[config.mk]
export PLATFORM = sky130hd
export DESIGN_NAME = multi_edge_detector
export DESIGN_NICKNAME = d
export VERILOG_FILES = /design/src/rtl/edge_fsm_pkg.sv /design/src/rtl/edge_fsm_channel.sv /design/src/rtl/multi_edge_detector.sv
export SDC_FILE = /design/constraint.sdc
export NUM_CORES = 1
export LEC_CHECK = 0
export CELL_PAD_IN_SITES_DETAIL_PLACEMENT = 0
export CELL_PAD_IN_SITES_GLOBAL_PLACEMENT = 1
export CORE_ASPECT_RATIO = 1.25
export CORE_MARGIN = 5
export CORE_UTILIZATION = 25
export DETAILED_ROUTE_END_ITERATION = 16
export GPL_TIMING_DRIVEN = 0
export PLACE_DENSITY = 0.66
export SLEW_MARGIN = 20
export SYNTH_ARGS = -nofsm -noshare
export SYNTH_HDL_FRONTEND = slang
export SYNTH_SLANG_ARGS = --single-unit
[constraint.sdc]
create_clock -name clk -period 2.6 [get_ports clk]
set_input_delay 0.26 -clock clk [delete_from_list [all_inputs] [get_ports clk]]
set_output_delay 0.26 -clock clk [all_outputs]
set_load 0.005 [all_outputs]
[src/rtl/edge_fsm_pkg.sv]
// Shared state codes and edge-mode encodings for the multi-channel edge detector.
package edge_fsm_pkg;

    typedef enum logic [2:0] {
        S_INIT = 3'd0,
        S_LOW  = 3'd1,
        S_HIGH = 3'd2,
        S_ROSE = 3'd3,
        S_FELL = 3'd4
    } state_t;

    localparam logic [1:0] M_ANY  = 2'b00;
    localparam logic [1:0] M_RISE = 2'b01;
    localparam logic [1:0] M_FALL = 2'b10;
    localparam logic [1:0] M_OFF  = 2'b11;

endpackage

[src/rtl/edge_fsm_channel.sv]
// One channel: run-length glitch filter, five-state level/edge FSM,
// registered event pulse and saturating sticky event counter.
module edge_fsm_channel
    import edge_fsm_pkg::*;
#(
    parameter int MIN_RUN = 1,
    parameter int CNT_W   = 8
) (
    input  logic             clk,
    input  logic             reset,
    input  logic             valid,
    input  logic             sample,
    input  logic [1:0]       mode,
    input  logic             clear_cnt,
    output logic             evt_next,
    output logic             evt,
    output logic             level,
    output logic [2:0]       state,
    output logic [CNT_W-1:0] cnt,
    output logic             sat
);

    localparam logic [3:0]       RUN_MAX = 4'(MIN_RUN);
    localparam logic [CNT_W-1:0] CNT_MAX = '1;

    state_t           state_q, state_next;
    logic             raw_prev;
    logic [3:0]       run_cnt, run_next;
    logic             acc, level_next;
    logic [CNT_W-1:0] cnt_next;
    logic             sat_next;

    // NOTE: every signal gets its default first, so no path through this block can infer a latch.
    always_comb begin
        run_next   = run_cnt;
        level_next = level;
        state_next = state_q;
        evt_next   = 1'b0;
        cnt_next   = cnt;
        sat_next   = sat;
        acc        = 1'b0;

        if (valid) begin
            if (sample == raw_prev && run_cnt != 4'd0)
                run_next = (run_cnt < RUN_MAX) ? run_cnt + 4'd1 : RUN_MAX;
            else
                run_next = 4'd1;
            acc = (run_next == RUN_MAX);
            if (acc)
                level_next = sample;

            case (state_q)
                S_INIT:         if (acc) state_next = level_next ? S_HIGH : S_LOW;
                S_LOW:          state_next = level_next ? S_ROSE : S_LOW;
                S_HIGH, S_ROSE: state_next = level_next ? S_HIGH : S_FELL;
                S_FELL:         state_next = level_next ? S_ROSE : S_LOW;
                default:        state_next = S_INIT;
            endcase

            // ROSE/FELL are never re-entered from themselves, so landing there is the edge.
            evt_next = (state_next == S_ROSE && (mode == M_ANY || mode == M_RISE)) ||
                       (state_next == S_FELL && (mode == M_ANY || mode == M_FALL));
        end

        if (clear_cnt) begin
            cnt_next = CNT_W'(evt_next);
            sat_next = 1'b0;
        end else if (evt_next && cnt != CNT_MAX) begin
            cnt_next = cnt + 1'b1;
            if (cnt_next == CNT_MAX)
                sat_next = 1'b1;
        end
    end

    // NOTE: sequential state uses non-blocking assignments so all flops update together at the edge.
    always_ff @(posedge clk) begin
        if (reset) begin
            raw_prev <= 1'b0;
            run_cnt  <= 4'd0;
            level    <= 1'b0;
            state_q  <= S_INIT;
            evt      <= 1'b0;
            cnt      <= '0;
            sat      <= 1'b0;
        end else begin
            if (valid) begin
                raw_prev <= sample;
                run_cnt  <= run_next;
            end
            level   <= level_next;
            state_q <= state_next;
            evt     <= evt_next;
            cnt     <= cnt_next;
            sat     <= sat_next;
        end
    end

    assign state = state_q;

endmodule

[src/rtl/multi_edge_detector.sv]
// NUM_CH independent edge-detector channels with a registered any-event flag
// and flat output buses (channel 0 in the LSBs).
module multi_edge_detector
    import edge_fsm_pkg::*;
#(
    parameter int NUM_CH  = 4,
    parameter int MIN_RUN = 1,
    parameter int CNT_W   = 8
) (
    input  logic                    clk,
    input  logic                    reset,
    input  logic                    in_valid,
    input  logic [NUM_CH-1:0]       in_data,
    input  logic [1:0]              mode,
    input  logic                    clear_cnt,
    output logic [NUM_CH-1:0]       evt,
    output logic                    evt_any,
    output logic [NUM_CH-1:0]       level,
    output logic [3*NUM_CH-1:0]     state_o,
    output logic [CNT_W*NUM_CH-1:0] evt_cnt,
    output logic [NUM_CH-1:0]       cnt_sat
);

    logic [NUM_CH-1:0] evt_pre;

    for (genvar i = 0; i < NUM_CH; i++) begin : g_ch
        edge_fsm_channel #(
            .MIN_RUN (MIN_RUN),
            .CNT_W   (CNT_W)
        ) u_ch (
            .clk       (clk),
            .reset     (reset),
            .valid     (in_valid),
            .sample    (in_data[i]),
            .mode      (mode),
            .clear_cnt (clear_cnt),
            .evt_next  (evt_pre[i]),
            .evt       (evt[i]),
            .level     (level[i]),
            .state     (state_o[3*i +: 3]),
            .cnt       (evt_cnt[CNT_W*i +: CNT_W]),
            .sat       (cnt_sat[i])
        );
    end

    // Flopped from the per-channel next-event terms so it aligns with evt exactly.
    always_ff @(posedge clk) begin
        if (reset)
            evt_any <= 1'b0;
        else
            evt_any <= |evt_pre;
    end

endmodule
## Yosys cells after proc, flatten, opt, wreduce, memory -nomap -nowiden

Cells that the tools add are included.

- Flip-flop bits (word level): 77
- Input port bits: 10
- Word-level logic and storage cells: 192

- Add/sub/neg operators: 8
- $lt $le $gt $ge: 4
- Equal/unequal tests: 42
- Mux-type cells: 56
- Reduce and logical (&&, ||, !) cells: 49

Operators with widths:

| cell | number |
|---|---|
| 4-bit two-way mux | 12 |
| 3-bit by 2-bit equality test with 1-bit output (second input constant) | 12 |
| 3-bit two-way mux | 12 |
| 3-bit case mux with 3 select lines | 4 |
| 8-bit by 1-bit adder with 8-bit output (second input constant) | 4 |
| 8-bit equality test (second input constant) | 4 |
| 8-bit inequality test (second input constant) | 4 |
| 3-bit equality test (second input constant) | 8 |
| 1-bit two-way mux | 20 |
| 2-bit OR reduction | 9 |
| 4-bit by 1-bit adder with 4-bit output (second input constant) | 4 |
| 4-bit by 1-bit equality test with 1-bit output (second input constant) | 4 |
| 1-bit logical AND | 16 |
| 4-bit by 1-bit less-than comparator with 1-bit output (second input constant) | 4 |
| 2-bit two-way mux | 8 |
| 4-bit nonzero test | 4 |
| 3-bit by 1-bit equality test with 1-bit output (second input constant) | 4 |
| 3-bit zero test | 4 |
| 2-bit AND reduction | 4 |
| 2-bit nonzero test | 4 |
| 1-bit logical OR | 6 |
| 1-bit equality test | 4 |
| 4-bit OR reduction | 1 |
| 2-bit by 1-bit equality test with 1-bit output (second input constant) | 1 |
| 2 further kinds | 2 |

## Logic depth before layout (Yosys ltp)

Gate-level depths: netlist of run 1.

- Depth after elaboration: 18
- Gate-level depth with buffers: 9
- Depth with buffers taken out: 8

## Modules after synthesis

From an unflattened synthesis of run 1, not the netlist that was laid out.

- Cell total of the unflattened synthesis: 567
- Area, all modules: 4579.4 um2

By module, submodules not included:

| module | instances | cells each | area an instance (um2) |
|---|---|---|---|
| edge_fsm_channel | 4 | 141 | 1137.3 |
| multi_edge_detector | 1 | 3 | 30.0 |

## Worst setup path before layout of run 1

Ideal clock, no wire load.

- Path type: reg-to-reg
- Start: register g_ch[2].u_ch.run_cnt[0]
- End: register g_ch[2].u_ch.cnt[3]
- Library setup time: 0.070 ns
- Data arrival time: 2.532 ns
- Data required time: 2.530 ns
- Path slack: -0.003 ns
- Stages on the path, launching flop included: 9
- Buffers on the path: 0
- Period minus slack after synthesis: 2.603 ns
- Cell sequence: dfxtp_1 > inv_1 > ha_1 > or3_1 > nand3_2 > mux2_4 > o32a_4 > or4_1 > a21oi_1

- Word-level cells in the longest chain between the ends: 16
- Elaborated cells between the ends (all ways): 23
- Those cells by class: add/sub: 1; order compare: 1; eq/ne: 3; mux: 12; reduce/logical: 6

Ends and longest elaborated chain:

| item | line | RTL |
|---|---|---|
| start: declaration | edge_fsm_channel.sv:28 | `logic [3:0] run_cnt, run_next;` |
| start signal: assignment | edge_fsm_channel.sv:88 | `run_cnt <= run_next;` |
| 4-bit by 1-bit adder with 4-bit output (tied with other cells) | edge_fsm_channel.sv:45 | `run_next = (run_cnt < RUN_MAX) ? run_cnt + 4'd1 : RUN_MAX;` |
| 4-bit two-way mux or 1-bit logical AND (tied branches) | edge_fsm_channel.sv:45, edge_fsm_channel.sv:44 |  |
| 4-bit two-way mux * | edge_fsm_channel.sv:44 | `if (sample == raw_prev && run_cnt != 4'd0)` |
| 4-bit two-way mux * | edge_fsm_channel.sv:43 | `if (valid) begin` |
| 4-bit by 1-bit equality test with 1-bit output * | edge_fsm_channel.sv:48 | `acc = (run_next == RUN_MAX);` |
| 1-bit two-way mux | edge_fsm_channel.sv:49 | `if (acc)` |
| 1-bit two-way mux | edge_fsm_channel.sv:43 |  |
| 2-bit two-way mux | edge_fsm_channel.sv:53 | `S_INIT: if (acc) state_next = level_next ? S_HIGH : S_LOW;` |
| 3-bit two-way mux | edge_fsm_channel.sv:53 |  |
| 3-bit case mux with 3 select lines * | edge_fsm_channel.sv:52 | `case (state_q)` |
| 3-bit two-way mux * | edge_fsm_channel.sv:43 |  |
| 3-bit by 2-bit equality test with 1-bit output or 3-bit equality test (tied branches) | edge_fsm_channel.sv:61, edge_fsm_channel.sv:62 |  |
| 1-bit logical AND (on tied branches) | edge_fsm_channel.sv:61, edge_fsm_channel.sv:62 |  |
| 1-bit logical OR * | edge_fsm_channel.sv:61 | `evt_next = (state_next == S_ROSE && (mode == M_ANY \|\| mode == M_RISE)) \|\|` |
| 1-bit two-way mux * | edge_fsm_channel.sv:43 |  |
| 1-bit logical AND * | edge_fsm_channel.sv:68 | `end else if (evt_next && cnt != CNT_MAX) begin` |
| end signal: assignment | edge_fsm_channel.sv:93 | `cnt <= cnt_next;` |
| end: declaration | edge_fsm_channel.sv:19 | `output logic [CNT_W-1:0] cnt,` |

Every way passes the cells marked *; elsewhere a longest branch is shown, timed or not. The select of a mux whose other input is x is not followed.
A chain may end at the register's enable or synchronous reset.

## Worst setup path after layout of run 1

- Start: register g_ch[3].u_ch.run_cnt[0]
- End: register g_ch[3].u_ch.cnt[6]

- Word-level cells in the longest chain between the ends: 16
- Elaborated cells between the ends (all ways): 23
- Those cells by class: add/sub: 1; order compare: 1; eq/ne: 3; mux: 12; reduce/logical: 6

Ends and longest elaborated chain:

| item | line |
|---|---|
| start: declaration | edge_fsm_channel.sv:28 |
| start signal: assignment | edge_fsm_channel.sv:88 |
| 4-bit by 1-bit adder with 4-bit output (tied with other cells) | edge_fsm_channel.sv:45 |
| 4-bit two-way mux or 1-bit logical AND (tied branches) | edge_fsm_channel.sv:45, edge_fsm_channel.sv:44 |
| 4-bit two-way mux * | edge_fsm_channel.sv:44 |
| 4-bit two-way mux * | edge_fsm_channel.sv:43 |
| 4-bit by 1-bit equality test with 1-bit output * | edge_fsm_channel.sv:48 |
| 1-bit two-way mux | edge_fsm_channel.sv:49 |
| 1-bit two-way mux | edge_fsm_channel.sv:43 |
| 2-bit two-way mux | edge_fsm_channel.sv:53 |
| 3-bit two-way mux | edge_fsm_channel.sv:53 |
| 3-bit case mux with 3 select lines * | edge_fsm_channel.sv:52 |
| 3-bit two-way mux * | edge_fsm_channel.sv:43 |
| 3-bit by 2-bit equality test with 1-bit output or 3-bit equality test (tied branches) | edge_fsm_channel.sv:61, edge_fsm_channel.sv:62 |
| 1-bit logical AND (on tied branches) | edge_fsm_channel.sv:61, edge_fsm_channel.sv:62 |
| 1-bit logical OR * | edge_fsm_channel.sv:61 |
| 1-bit two-way mux * | edge_fsm_channel.sv:43 |
| 1-bit logical AND * | edge_fsm_channel.sv:68 |
| end signal: assignment | edge_fsm_channel.sv:93 |
| end: declaration | edge_fsm_channel.sv:19 |

Marked as above.

==> results.md, run 1 <==
Run status:
- The run finished with clean final reports.

Pwr:
- Power spread over the standard cell area amounts to roughly 480 nW/um^2.
- Of the total power, registers draw 0.431.
- The proportion of total power due to net switching is 0.279.
- For this design the total switching power over the nets is approximately 0.8 mW.
- Summing internal, switching and leakage power gives 2.90 mW.
- The clock group share of total power is 0.417.
- Cell internal power was estimated by the tool at ~2.1 mW.
- The static power due to leakage is around 2.1 nW.
- The worst IR drop on VDD is around 240 uV.
- The share of total power in combinational logic is 0.152.

Placed design:
- The count of buffers added on input and output ports is 62.
- Routability-driven placement finished with a final weighted congestion of around 0.82.
- The HPWL after detailed placement is roughly 8900 um.
- Summing all placed instances gives a cell area of about 5000 sq um.

Detailed routing:
- The count of antenna-violating nets left after detailed routing is 0.
- For this block, the routed nets add up to around 13000 um of wire.
- The detail-routed via count per cell is roughly 4.9.
- The total number of vias is ~4000.
- Dividing the detail-routed wire length by the instance count gives around 16 um.
- The number of violations reported at the end of detailed-routing iteration 0 is approximately 240.
- The first TritonRoute pass finished after 4 iterations.
- The post-detailed-route DRC marker count is 0.

Min path:
- The worst hold path class is in -> reg.
- The worst hold path was traced through 3 stages.
- The launch instance of the worst min-delay path is in_data[0].

GRT:
- The global-route wire length before repair is about 21000 um.
- The combined global-route utilization of all metal layers is 0.132.
- The pin count of the biggest net entering global routing is 14.
- The aggregate global routing overflow is 0.
- The via count of the first global-routing pass is 4048.
- The initial antenna violation count was 0.

Yosys:
- Synthesis produced a netlist with a net count of 530.
- Measured against the total synthesized area, the mux share comes to 0.0318.
- The largest family of logic cells by synthesized area is simple AND/OR/NAND/NOR gates.
- The number of storage elements in the synthesis netlist is 77.
- The part of the Yosys area used for sequential elements is 0.363.
- The post-synth design cell area is 4250 sq um.
- Of the total synthesized cell area, the portion taken by XOR and XNOR cells is 0.0371.
- The gate count after technology mapping is 500.
- Of the total synthesized cell area, the portion taken by AND, OR, NAND and NOR gates is 0.226.
- In this run, synthesis inferred 0 flip-flops with an integrated enable.
- Of the post-synthesis cell area, the dominant cell type holds 0.363.
- The post-synthesis async set-or-reset flop share is 0.
- For this run, the leading register cell type out of synthesis is dfxtp_1.
- dfxtp_1 takes more of the synthesized area than any other cell.
- A synthesized cell averages around 8.5 sq um.
- Of the total synthesized cell area, the portion taken by full adders, half adders and majority gates is 0.0589.
- For this run, the number of Yosys warnings is 0.
- The compound-gate portion of the synthesized area is 0.214.
- Yosys attributes the largest share of cell area to dfxtp_1 36%, ha_1 5.9%, a21oi_1 4.2%.
- The number of distinct library cell variants in the gate-level netlist after synthesis is 66.

Cells and area:
- The utilization after layout is 0.359.
- The number of antenna diodes in the final layout is 0.
- The final-layout fill cell count is ~1700.
- The layout overhead on the synthesized area is 41.7%.
- The finished cells cover 6020 sq um.
- The fraction of final layout cells with drive strength greater than 1 is 0.202.
- After the last flow step, the layout net total stands at roughly 630.

Worst setup path:
- Together, buffers and inverters on the worst path number 2.
- The minimum setup slack among reg-to-reg paths is 20 ps.
- The critical path class is reg -> reg.
- The depth of the worst register-to-register path is 9.
- In this run the worst path has a maximum fanout of 6.
- The worst setup path startpoint is g_ch[3].u_ch.run_cnt[0]$_SDFFE_PP0P_.
- The logic depth of the worst path, buffers included is 9.
- The worst setup path is launched from a flip-flop.
- The cell type of the slowest stage on the worst timing path is or4b_4.
- The critical path's most frequent cell is o31a_1.
- The signal on the critical path passes through inv_2 > ha_2 > or4b_4 > o31a_1 > o31a_1 > a32oi_4 > buf_6 > o21bai_1 > o311a_1.
- The worst register-to-register path begins at g_ch[3].u_ch.run_cnt[0]$_SDFFE_PP0P_.
- STA puts the critical path data arrival time at between 2000 and 3000 ps.
- For the worst setup path, the data required time is 2830 ps.
- Among cell families on the critical path, the largest total delay comes from compound AO/OA/AOI/OAI gates.
- STA classifies the critical path endpoint as a flip-flop.
- The biggest cell delay along the critical path is roughly 500 ps.

Die:
- The height of the die is around 160 um.
- From left edge to right edge, the die measures around 130 um.
- The initial cell density of the core is 0.253.
- For this design the top-level I/O count stands at 67.
- The initialized floorplan defines 53 standard-cell rows.
- The floorplan step defined a die boundary enclosing around 20000 sq um.
- The placeable core region is about 17000 sq um.

STA:
- Across the routed clock network, the largest skew measured is 9.34 ps.
- The final count of pins violating max slew is 0.
- For the final routed database, the setup TNS stands at 0 ps.
- The relative max-transition margin is 0.501.
- Setup repair after global routing could not meet its margin everywhere.
- For the pin with the worst max-slew slack, the measured transition is ~750 ps.
- In the finished design, the share of the clock period the worst path needs comes to 0.992.
- The upper clock frequency limit is between 0.3 and 0.4 GHz.
- The number of hold-slack violations in the final timing report was 0.
- Setup violations remaining at the end of the flow were counted as 0.
- The shortest period the worst path allows is approximately 2600 ps.

Clock network:
- CTS saw 77 sinks.
- The root buffer cell is clkbuf_16.
- The H-tree generated during clock tree synthesis spans 3 levels.
- The clock slew at the register clock pins of the worst setup and hold paths is 60 ps.
- Clock latency on the worst-skew pair, taken at its later pin, is 350 ps.
- TritonCTS built the clock tree.
- Buffers inserted during clock tree synthesis total 9.
- The maximum number of buffers from clock root to sink is 2.

Run:
- The number of max-cap violations is 0.
==> final timing paths <==
path,endpoint
worst min register to register,g_ch[3].u_ch.run_cnt[2]$_SDFFE_PP0P_
worst max-delay path,g_ch[3].u_ch.cnt[6]$_SDFFE_PP0P_
worst max register to register,g_ch[3].u_ch.cnt[6]$_SDFFE_PP0P_
worst min-delay path,g_ch[0].u_ch.level$_SDFFE_PP0P_
==> layout make-up <==
type	count	area, sq um	area share
multi-input cells	361	2780	0.463
flip-flops and latches	77	1550	0.258
repair buffers	85	821	0.136
well taps	220	275	0.0457
clock buffers	11	243	0.0403
plain buffers	35	199	0.0331
inverters	29	109	0.0181
clock inverters	5	35.0	0.00582
==> tightest hold or removal path, cell delays in order <==
cell,delay [ps]
clkbuf_1,200
mux2i_1,180
nor2_1,60
==> routing by layer <==
metal  part of all wire  wire length [um]  global-route usage
met2               0.47              6220               0.214
met5                  0                 0                   0
met1               0.48              6350               0.174
met4              0.015               195              0.0485
met3              0.030               388              0.0264
==> power by group through the flow <==
stage                     combinational, mW  sequential (mW)  clock (mW)
after floorplan                       0.208             1.27           0
after global placement                0.322             1.28           0
after detailed placement              0.327             1.28           0
after CTS                             0.400             1.25        1.24
after global routing                  0.476             1.26        1.29
final                                 0.440             1.25        1.21
==> cells in the mapped netlist, drive strengths merged, types with 6 or more instances <==
master  instances
a21oi          37
a31oi          11
and2            6
and3            7
buf            17
clkbuf         18
dfxtp          77
ha             20
inv            29
mux2i          12
nand2          33
nand2b          6
nand3          31
nor2           44
nor3           15
o21ai          12
o31ai          10
o41ai           7
or3            14
xnor2          14
==> registers in the layout (all words and copies together) (netlist names) <==
register            flops
evt_any                 1
g_ch.u_ch.cnt          32
g_ch.u_ch.evt           4
g_ch.u_ch.level         4
g_ch.u_ch.raw_prev      4
g_ch.u_ch.run_cnt      16
g_ch.u_ch.sat           4
g_ch.u_ch.state        12
==> through the flow <==
step           worst slack, ps  hold WS [ps]  std cells
3_3_place_gp              -268           450        782
5_1_grt                  -42.7           431        823
2_1_floorplan             18.2           404        500
3_5_place_dp              -334           460        782
6_report                  20.2           410        823
4_1_cts                   1.60           362        819
==> placed cells by master, fill, tap and decap left out, types with 10 or more instances in the layout <==
master	n
clkbuf_1	18
buf_4	30
nor2_1	43
nand2_1	32
mux2i_1	10
dfxtp_1	70
nor3_1	14
clkdlybuf4s50_1	62
xnor2_1	12
or3_1	10
inv_1	23
ha_1	16
a21oi_1	33
nand3_1	30
==> kinds of logic (layout without fill, tap and decap cells) <==
group	after synthesis	after routing
AO/OA/AOI/OAI	126	128
XOR/XNOR	18	18
adder cells (fa/ha/maj)	20	20
buffers and inverters	64	165
flip-flops	77	77
multiplexers	13	13
AND/OR/NAND/NOR	182	182
==> timing repair <==
| item | CTS | global route |
|---|---|---|
| hold buffers | 0 | 0 |
| gates cloned | 3 | 0 |
| pin swaps | 19 | 28 |
| setup buffers | 18 | 4 |
| resized for setup | 33 | 46 |
| endpoints found under the hold margin | 0 | 0 |
| endpoints found under the setup margin | 36 | 35 |
Note: power is estimated with default switching activity, not from simulation.
==> run 2: changes to the inputs <==
- CORE_UTILIZATION: 25 -> 37
- PLACE_DENSITY: 0.66 -> 0.87
==> run 2 against run 1 <==
The flow now finishes with violations (setup timing). Non-clock buffer count shrank 2. First-iteration DRC count shrank 6.4%. Hold slack lost 30 ps.
==> results.md, run 2 (synthesis results as in run 1) <==
Worst setup path:
- The critical path's top delay family is compound AO/OA/AOI/OAI gates.
- The number of buffers and inverters on the critical path is 2.
- For the worst setup path, the data arrival time is between 2000 and 3000 ps.
- STA puts the critical path data required time at 2820 ps.
- The worst register-to-register path ends at g_ch[3].u_ch.cnt[6]$_SDFFE_PP0P_.
- The capturing instance or port of the critical path is g_ch[3].u_ch.cnt[6]$_SDFFE_PP0P_.
- In this run the worst path has a maximum fanout of 6.
- The critical path goes through inv_2 > ha_4 > or4b_4 > o31a_1 > o31a_1 > a32oi_4 > buf_6 > o21bai_1 > o311a_1.
- By instance count, the cell type seen most on the critical path is o31a_1.
- Across all register-to-register paths, the minimum setup slack is -10 ps.
- The critical path class is reg -> reg.
- The startpoint identified for the worst register-to-register timing path is g_ch[3].u_ch.run_cnt[1]$_SDFFE_PP0P_.
- The depth of the worst register-to-register path is 9.
- The biggest cell delay along the critical path is about 560 ps.
- The type of element capturing the critical path is a flip-flop.
- The worst setup path startpoint is g_ch[3].u_ch.run_cnt[1]$_SDFFE_PP0P_.
- In this run the number of cells on the critical path is 9.
- The cell type of the slowest stage on the worst timing path is or4b_4.
- The type of element launching the critical path is a flip-flop.

Clock network:
- The clock net in this run drives a total of 77 sinks.
- The cts-stage hold buffer count is 0.
- The insertion delay of the later-clocked pin in the worst-skew pair is 330 ps.
- TritonCTS built the clock tree.
- The clock slew at the register clock pins of the worst setup and hold paths is 60 ps.
- The number of CTS-inserted buffers is 9.
- The clock passes through at most 2 buffers.
- The root buffer cell is clkbuf_16.
- The clock tree synthesis step divided the H-tree into 3 levels.

Pwr:
- For this design the static power due to leakage is between 2 and 2.5 nW.
- Of the total power, registers draw 0.441.
- Dividing total power by cell area gives a power density of 486 nW/um^2.
- The total power consumption of the routed design is 2.84 mW.
- The internal power of the cells totals ~2.1 mW.
- Of the total power, the clock network draws 0.413.
- Of the total power, the share spent switching nets is 0.267.
- VDD sags by at most about 320 uV.
- The share of total power dissipated in combinational logic is 0.146.
- The analysis attributes to net switching a power of around 0.76 mW.

Cells and area:
- In the layout the commonest cells are 70 x dfxtp_1, 62 x clkdlybuf4s50_1, 44 x nor2_1.
- After filler insertion, the fill cell instance count of the layout stands at between 1000 and 1500.
- The register with the most flip-flops in the layout has 32 of them.
- Leaving out filler cells and counting taps, the final layout contains between 700 and 800.
- For this run, the share of the core covered by cells in the final layout is 0.521.
- Summing all non-filler instances in the final layout gives an area of just under 6000 sq um.
- The register with the most flip-flops in the final layout is g_ch.u_ch.cnt.
- The area of the multi-input gates is 2740 sq um.
- Compared with the post-synthesis result, the final layout area differs by 37.4%.
- 0 antenna diodes ended up in the layout.
- The library cell used most frequently in the layout, excluding fill and tap cells, is dfxtp_1.
- The sequential cells in the finished layout cover a total of ~1600 sq um.
- The fraction of final layout cells with drive strength greater than 1 is 0.193.
- In the final design database the tool counted 625 nets.

STA:
- Setup violations remaining at the end of the flow were counted as 3.
- Subtracting the final worst setup slack from the clock period gives 2610 ps.
- The share of the clock period used by the worst path after layout is 1.00.
- Setup repair after global routing could not meet its margin everywhere.
- The summed negative setup slack over all endpoints is -19.0 ps.
- Headroom to the max-slew limit came out at 0.507.
- The number of hold-slack violations in the final timing report is 0.
- The final count of pins violating max slew is 0.
- The clock tree skew after final layout is about 3.7 ps.
- For the pin with the worst max-slew slack, the measured transition is ~740 ps.
- Across all setup checks in the final design, the least slack found is -10.5 ps.
- Based on the critical path, the design can be clocked at up to ~0.38 GHz.

Placed design:
- The total of buffers placed on input and output ports is 62.
- The number of placed instances, taps included, is roughly 700.
- The placement-stage cell area is 5040 sq um.
- The HPWL after detailed placement is about 8000 um.
- The last weighted congestion value of the routability-driven placer is roughly 0.85.

Die:
- In this run the core area contains between 40 and 50 standard-cell rows.
- The placeable core region is about 11000 sq um.
- In this run the vertical extent of the chip is about 130 um.
- The die footprint is between 10000 and 15000 sq um.
- The initial cell density of the core is 0.380.
- From left edge to right edge, the die measures approximately 110 um.
- The count of pins on the block boundary is 67.

Detailed routing:
- The pre-antenna-repair detailed-routing pass consisted of 4 iterations.
- The total met2 wirelength after detailed routing is roughly 6100 um.
- The post-detailed-route DRC marker count is 0.
- Using the TritonRoute via totals, the vias-per-cell ratio works out to ~5.6.
- The final route contains between 4000 and 5000 vias.
- Dividing the detail-routed wire length by the instance count gives 16.3 um.
- The uppermost metal layer occupied by signal nets is met4.
- The routed length on met3 is ~580 um.
- The count of antenna-violating nets left after detailed routing is 0.
- The number of violations reported at the end of detailed-routing iteration 0 is ~220.
- The final routed wirelength across all metal layers is approximately 12000 um.
- The detailed router put a total of slightly above 5000 um of wire on met1.

Run status:
- The checks that failed: setup timing.
- The flow ran to the end, but the final reports show violations.

GRT:
- The pin count of the biggest net entering global routing is 14.
- The initial antenna violation count is 0.
- The via count of the first global-routing pass was 3993.
- The combined global-route utilization of all metal layers is 0.169.
- Summed over all layers, the global routing overflow is 0.
- The global-route wire length before repair is between 15000 and 20000 um.

Run:
- Across the run, the number of max-cap violations was 0.

Min path:
- In this run the worst hold path is classified as in -> reg.
[run 2: cell count changes in the layout (fill, tap and decap cells not counted), sizes merged]
cell  delta
o32a     -1
buf      -2
[run 2: area by class of cell]
type / instances / share of cell area
inverters: 29 / 0.0187
plain buffers: 35 / 0.0341
clock buffers: 11 / 0.0416
well taps: 135 / 0.0289
clock inverters: 5 / 0.00600
multi-input cells: 360 / 0.470
flip-flops and latches: 77 / 0.266
repair buffers: 83 / 0.135
[run 2: per-layer routing]
metal,global-route usage,vias up
met2,0.304,103
met4,0.0556,0
met3,0.0317,15
met1,0.203,1983
met5,0,-
li1,-,2008
[run 2: worst min-delay path by stage]
stage | start | to | cells after the start
2_1_floorplan | in_data[1] | g_ch[1].u_ch.level$_SDFFE_PP0P_ | 2
3_3_place_gp | g_ch[3].u_ch.run_cnt[3]$_SDFFE_PP0P_ | g_ch[3].u_ch.run_cnt[3]$_SDFFE_PP0P_ | 1
3_5_place_dp | g_ch[3].u_ch.run_cnt[3]$_SDFFE_PP0P_ | g_ch[3].u_ch.run_cnt[3]$_SDFFE_PP0P_ | 1
4_1_cts | in_data[0] | g_ch[0].u_ch.level$_SDFFE_PP0P_ | 3
5_1_grt | in_data[0] | g_ch[0].u_ch.raw_prev$_SDFFE_PP0P_ | 3
6_report | in_data[0] | g_ch[0].u_ch.level$_SDFFE_PP0P_ | 3
[run 2: power by group through the flow]
stage	Combinational (mW)	Sequential, mW	Clock [mW]
after global routing	0.450	1.26	1.26
final	0.413	1.25	1.17
after floorplan	0.208	1.27	0
after detailed placement	0.321	1.28	0
after CTS	0.372	1.25	1.20
after global placement	0.312	1.28	0
[run 2: stage by stage]
stage | hold slack, ps | worst slack [ps]
final | 379 | -10.5
after global routing | 422 | -82.2
after CTS | 343 | 1.09
after detailed placement | 455 | -235
after global placement | 448 | -137
after floorplan | 404 | 18.2
[run 2: tightest hold or removal path: cells and delay by family]
| family | cells | cell delay [ps] |
|---|---|---|
| AND/OR/NAND/NOR | 1 | 50 |
| multiplexers | 1 | 170 |
| buffers and inverters | 1 | 190 |
[run 2: what timing repair did]
action                                 4_1_cts  5_1_grt
buffers inserted                            16        4
setup endpoints to repair                   35       34
endpoints found under the hold margin        0        0
pin swaps                                   11       28
cloned                                       2        0
gates resized for setup                     20       56
